===== config.mk =====
export PLATFORM = sky130hd
export DESIGN_NAME = wb_bus_intercon
export DESIGN_NICKNAME = d
export VERILOG_FILES = /design/src/rtl/wb_bus_intercon_pkg.sv /design/src/rtl/wb_bus_intercon_lane_mux.sv /design/src/rtl/wb_bus_intercon.sv
export SDC_FILE = /design/constraint.sdc
export NUM_CORES = 1
export LEC_CHECK = 0
export BUFFER_PORTS_ARGS = -buffer_cell sky130_fd_sc_hd__buf_4
export CAP_MARGIN = 10
export CORE_AREA = 2 2 276 278
export CTS_BUF_LIST = sky130_fd_sc_hd__clkbuf_4
export CTS_CLUSTER_DIAMETER = 200
export DETAILED_ROUTE_END_ITERATION = 8
export DIE_AREA = 0 0 278 280
export PLACE_DENSITY = 0.39
export SLEW_MARGIN = 20
export SYNTH_ARGS = -nofsm -noshare
export SYNTH_HDL_FRONTEND = slang
export SYNTH_HIERARCHICAL = 1
export SYNTH_SLANG_ARGS = --single-unit

===== constraint.sdc =====
create_clock -name clk -period 5.3 [get_ports clk]
set_input_delay 0 -clock clk [delete_from_list [all_inputs] [get_ports clk]]
set_output_delay 0 -clock clk [all_outputs]
set_load 0.05 [all_outputs]

===== src/rtl/wb_bus_intercon_pkg.sv =====
`default_nettype none
// ============================================================================
// Module      : wb_bus_intercon_pkg
// Description : Shared constants and state type for the Wishbone interconnect.
// Revision    : 1.0 - initial release
// ============================================================================
package wb_bus_intercon_pkg;

    localparam int NSLAVE  = 16;
    localparam int LANE_W  = 32;
    localparam int SEL_W   = 4;

    localparam int RAM     = 0;
    localparam int DISK    = 1;
    localparam int VRAM    = 2;
    localparam int KBD     = 3;
    localparam int CNT     = 4;
    localparam int ERR_BIT = 16;

    typedef enum logic [1:0] {
        IDLE = 2'd0,
        BUSY = 2'd1,
        DONE = 2'd2
    } state_t;

endpackage
`default_nettype wire


===== src/rtl/wb_bus_intercon_lane_mux.sv =====
`default_nettype none
// ============================================================================
// Module      : wb_lane_mux
// Description : Selects one 32-bit read lane out of the packed slave data bus.
// Revision    : 1.0 - initial release
// ============================================================================
module wb_lane_mux
    import wb_bus_intercon_pkg::*;
(
    input  logic [NSLAVE*LANE_W-1:0] lanes,
    input  logic [SEL_W-1:0]         sel,
    output logic [LANE_W-1:0]        dat
);

    logic [LANE_W-1:0] w_lane [NSLAVE];

    genvar gi;
    generate
        for (gi = 0; gi < NSLAVE; gi++) begin : g_lane
            assign w_lane[gi] = lanes[gi*LANE_W +: LANE_W];
        end
    endgenerate

    assign dat = w_lane[sel];

endmodule
`default_nettype wire


===== src/rtl/wb_bus_intercon.sv =====
`default_nettype none
// ============================================================================
// Module      : wb_bus_intercon
// Description : Registered single-master, 16-slave Wishbone-style interconnect
//               with a bus watchdog that completes stuck cycles with an error.
// Revision    : 1.0 - initial release
// ============================================================================
module wb_bus_intercon
    import wb_bus_intercon_pkg::*;
#(
    parameter int          TIMEOUT  = 255,
    parameter logic [31:0] ERR_DATA = 32'hFFFF_FFFF
) (
    input  logic          clk,
    input  logic          rstn,
    input  logic          master_STB,
    input  logic          master_WE,
    input  logic [31:0]   master_ADDR,
    input  logic [31:0]   master_DAT_I,
    output logic [31:0]   master_DAT_O,
    output logic          master_ACK,
    output logic [16:0]   slave_STB,
    input  logic [16:0]   slave_ACK,
    output logic          slave_WE,
    input  logic [511:0]  slave_DAT_I,
    output logic [31:0]   slave_DAT_O,
    output logic [31:0]   slave_ADDR
);

    localparam int             CNT_W       = (TIMEOUT < 1) ? 1 : $clog2(TIMEOUT + 1);
    localparam logic [CNT_W-1:0] TIMEOUT_CNT = CNT_W'(TIMEOUT);

    state_t             r_state,  w_state;
    logic [CNT_W-1:0]   r_cnt,    w_cnt;
    logic [16:0]        r_stb,    w_stb;
    logic               r_ack,    w_ack;
    logic [31:0]        r_dat_o,  w_dat_o;
    logic [31:0]        r_addr,   w_addr;
    logic               r_we,     w_we;
    logic [31:0]        r_wdat,   w_wdat;

    logic [SEL_W-1:0]   w_sel;
    logic [LANE_W-1:0]  w_lane_dat;
    logic               w_sel_ack;

    // The lane is chosen from the latched address so late master changes are ignored.
    assign w_sel     = r_addr[31:28];
    assign w_sel_ack = slave_ACK[w_sel];

    wb_lane_mux u_lane_mux (
        .lanes (slave_DAT_I),
        .sel   (w_sel),
        .dat   (w_lane_dat)
    );

    always_ff @(posedge clk or negedge rstn) begin
        if (!rstn) begin
            r_state <= IDLE;
            r_cnt   <= '0;
            r_stb   <= '0;
            r_ack   <= 1'b0;
            r_dat_o <= '0;
            r_addr  <= '0;
            r_we    <= 1'b0;
            r_wdat  <= '0;
        end else begin
            r_state <= w_state;
            r_cnt   <= w_cnt;
            r_stb   <= w_stb;
            r_ack   <= w_ack;
            r_dat_o <= w_dat_o;
            r_addr  <= w_addr;
            r_we    <= w_we;
            r_wdat  <= w_wdat;
        end
    end

    always_comb begin
        w_state = r_state;
        w_cnt   = r_cnt;
        w_stb   = r_stb;
        w_ack   = r_ack;
        w_dat_o = r_dat_o;
        w_addr  = r_addr;
        w_we    = r_we;
        w_wdat  = r_wdat;

        case (r_state)
            IDLE: begin
                w_ack = 1'b0;
                w_stb = '0;
                if (master_STB) begin
                    w_addr                     = master_ADDR;
                    w_we                       = master_WE;
                    w_wdat                     = master_DAT_I;
                    w_stb[master_ADDR[31:28]]  = 1'b1;
                    w_cnt                      = '0;
                    w_state                    = BUSY;
                end
            end
            BUSY: begin
                // Abort wins over a same-cycle ACK: the master has already walked away.
                if (!master_STB) begin
                    w_stb   = '0;
                    w_state = IDLE;
                end else if (w_sel_ack) begin
                    w_stb   = '0;
                    w_ack   = 1'b1;
                    w_state = DONE;
                    if (!r_we) begin
                        w_dat_o = w_lane_dat;
                    end
                end else if (r_cnt == TIMEOUT_CNT) begin
                    w_stb          = '0;
                    w_stb[ERR_BIT] = 1'b1;
                    w_ack          = 1'b1;
                    w_state        = DONE;
                    if (!r_we) begin
                        w_dat_o = ERR_DATA;
                    end
                end else begin
                    w_cnt = r_cnt + CNT_W'(1);
                end
            end
            DONE: begin
                w_stb = '0;
                if (!master_STB) begin
                    w_ack   = 1'b0;
                    w_state = IDLE;
                end
            end
            default: begin
                w_state = IDLE;
                w_stb   = '0;
                w_ack   = 1'b0;
            end
        endcase
    end

    assign master_DAT_O = r_dat_o;
    assign master_ACK   = r_ack;
    assign slave_STB    = r_stb;
    assign slave_WE     = r_we;
    assign slave_DAT_O  = r_wdat;
    assign slave_ADDR   = r_addr;

endmodule
`default_nettype wire


==> metrics.txt <==
clock skew between 0.03 and 0.04 ns; CP Cell Sequence buf_12 -> buf_4 -> mux4_2 -> dlygate4sd3_1 -> a22oi_1 -> dlygate4sd3_1 -> nand2_1 -> dlygate4sd3_1 -> or3_1 -> mux2_1; drt pass-1 iters 6; Worst setup EP type flop; largest net degree at the start of global routing 80; DIE WIDTH around 280 µm; TritonCTS clock tree built; WP data arrival 5.50 ns; worst hold slack roughly 0.096 ns; most frequent CP cell dlygate4sd3_1; core area between 70,000 and 80,000 µm²; share of cells above drive strength 1 0.626; Layout area overhead 99.8%; cell taking the most area after synthesis dfrtp_1; Sink Count around 130; critical path class flop to flop; leakage power 7.88 nW; EDFF count, synth 0; Chip Height 280 µm; post-synthesis cell area 9110 µm²; Final #Nets ~2.2k; DPL Wire Length 48,500 µm; RR Startpoint slave_ADDR[28]; flops & latches, synth 125; fin crit period 4.91 ns; vias in the first global route 11.6k; total CTS buffers 17; register area share after synthesis 0.343; Area contributors post-synth dfrtp_1 34%, mux4_2 32%, mux2_2 11%; Skew-Pair Late Insertion Delay 0.70 ns; Synth Warn # 6; initial antenna violation count 23; 1st-iter DRT viols roughly 430; Crit path depth 10; Antenna Nets Post-Route 0; vias 10.4k; setup total negative slack 0 ns; hold depth 3; top_reg_cell synth dfrtp_1; Placed Area approximately 16,000 µm²; total power 9.55 mW; status finished clean; crit path from slave_ADDR[28]; Final WS setup ~0.39 ns; unrepaired setup endpoints after global routing false; die area 77,800 µm²; Top delay family on crit path buffers and inverters; RePlAce Congestion 0.891; HP Start master_DAT_I[29]; Final period util 0.927; PwrDens ~520 nW/µm²; worst-path maximum fanout 37; clk buf depth 2; Post-Syn Nets around 1.3k; first-pass GRT wire length 83,000 µm; drt drc 0; post-synth cell types 46; asr flop ratio synth 1.00; Place WS 1.80 ns; Max stage delay on crit path 0.95 ns; row count slightly above 100; I/O Pins 712; Synth top area share 0.343; IO Port Bufs ~700; final hold vios 0; Post-CTS Resized 0; worst hold path class input pin to flop; slew margin rel. 0.326; WP buf/inv 5; Wirelength per Cell 23.0 µm; clk slew on worst S/H paths 0.13 ns; Initial Utilization 0.121; syn_area_per_cell ~14 µm²; fin area 18,200 µm²; wirelength, routed a little under 60,000 µm; final setup fails 0; GRT Total Usage 0.150; Fmax between 200 and 250 MHz; Root Driver clkbuf_4; R2R cell count 10; Critical Path RT 5.89 ns; startpoint class of the critical path flop; Crit-path slowest cell dfrtp_4; worst vdd ir roughly 260 µV; Max-Cap Viols 0; slew at the pin with the worst max-slew slack 1.01 ns; final slew viol count 0; GRT overflow 0; Via density roughly 4; cells after synthesis between 600 and 700; H-tree levels 4
where the power goes:
group          internal (mW)  switching [mW]
clock                  0.293           0.459
combinational           3.23            3.73
sequential              1.37           0.471
total                   4.89            4.66
cells in the final DEF, fill, tap and decap left out, types with 8 or more instances in the layout:
cell type	netlist	final
diode_2	0	12
mux2_2	90	90
mux2_1	8	8
mux4_2	129	129
dlygate4sd3_1	0	231
or3_1	33	33
nor2_1	12	10
clkbuf_4	0	19
a32o_1	16	16
dfrtp_1	125	123
a22oi_1	65	65
nand2_1	53	53
buf_4	13	731
synth_stat cells (7+ instances only):
cell        n
o211ai_1    7
nor3_1      7
mux4_2    129
buf_4      13
dfrtp_1   125
nor2_1     12
clkbuf_1   30
a22oi_1    65
nand2_1    53
buf_1      13
buf_2       7
or3_1      33
a32o_1     16
mux2_1      8
mux2_2     90
metal layers:
layer	GRT usage	vias up	share of wire
li1	-	4616	-
met1	0.188	5278	0.41
met5	0	-	0.0011
met2	0.258	437	0.50
met4	0.0330	10	0.016
met3	0.0401	56	0.066
per-stage QoR:
step / util / cells
2_1_floorplan: - / 671
3_3_place_gp: 0.207 / 2314
3_5_place_dp: 0.207 / 2314
4_1_cts: 0.242 / 2578
5_1_grt: 0.242 / 2583
6_report: 0.242 / 2590
state kept, by name, indices dropped and copies added (netlist names):
| name | flops |
|---|---|
| slave_STB | 17 |
| slave_DAT_O | 32 |
| slave_ADDR | 32 |
| master_ACK | 1 |
| r_state | 2 |
| master_DAT_O | 32 |
| slave_WE | 1 |
| r_cnt | 8 |
logic make-up (layout without fill, tap and decap cells):
kind of cell,count (synthesis),after routing,synth area share
compound gates,111,111,0.0972
mux,230,230,0.443
other cells,0,12,0
fa+ha+maj,1,1,0.00137
buf+inv,72,1001,0.0401
simple gates,132,132,0.0746
flops,125,125,0.343
worst paths after layout:
check / endpoint / slack (ns)
worst max-delay path: master_DAT_O[1] / 0.39
worst min-delay path: slave_DAT_O[29] / 0.1
worst max register to register: master_DAT_O[1] / 0.39
worst min register to register: master_DAT_O[3] / 0.51
max in group asynchronous: slave_ADDR[29] / 4.16
min in group asynchronous: slave_DAT_O[11] / 0.48
cell type report:
class                      count  area, µm²
clock inverter                13        140
antenna                       12       30.0
sequential                   125       3140
fill                        8058      57000
tap                          978       1220
clock buffer                  19        143
inverter                       4       15.0
timing repair buffer         965       7860
multi-input combinational    474       5660
worst min-delay path, stage by stage:
cell and delay [ns]:
dlygate4sd3_1 0.53, buf_4 0.10, mux2_2 0.13
repair_timing:
| item | in CTS | in global routing |
|---|---|---|
| endpoints found under the setup margin | 0 | 0 |
| hold buffers | 232 | 0 |
| buffers inserted | 0 | 0 |
| hold endpoints to repair | 195 | 0 |
No activity file was read; power rests on OpenSTA's default activity.
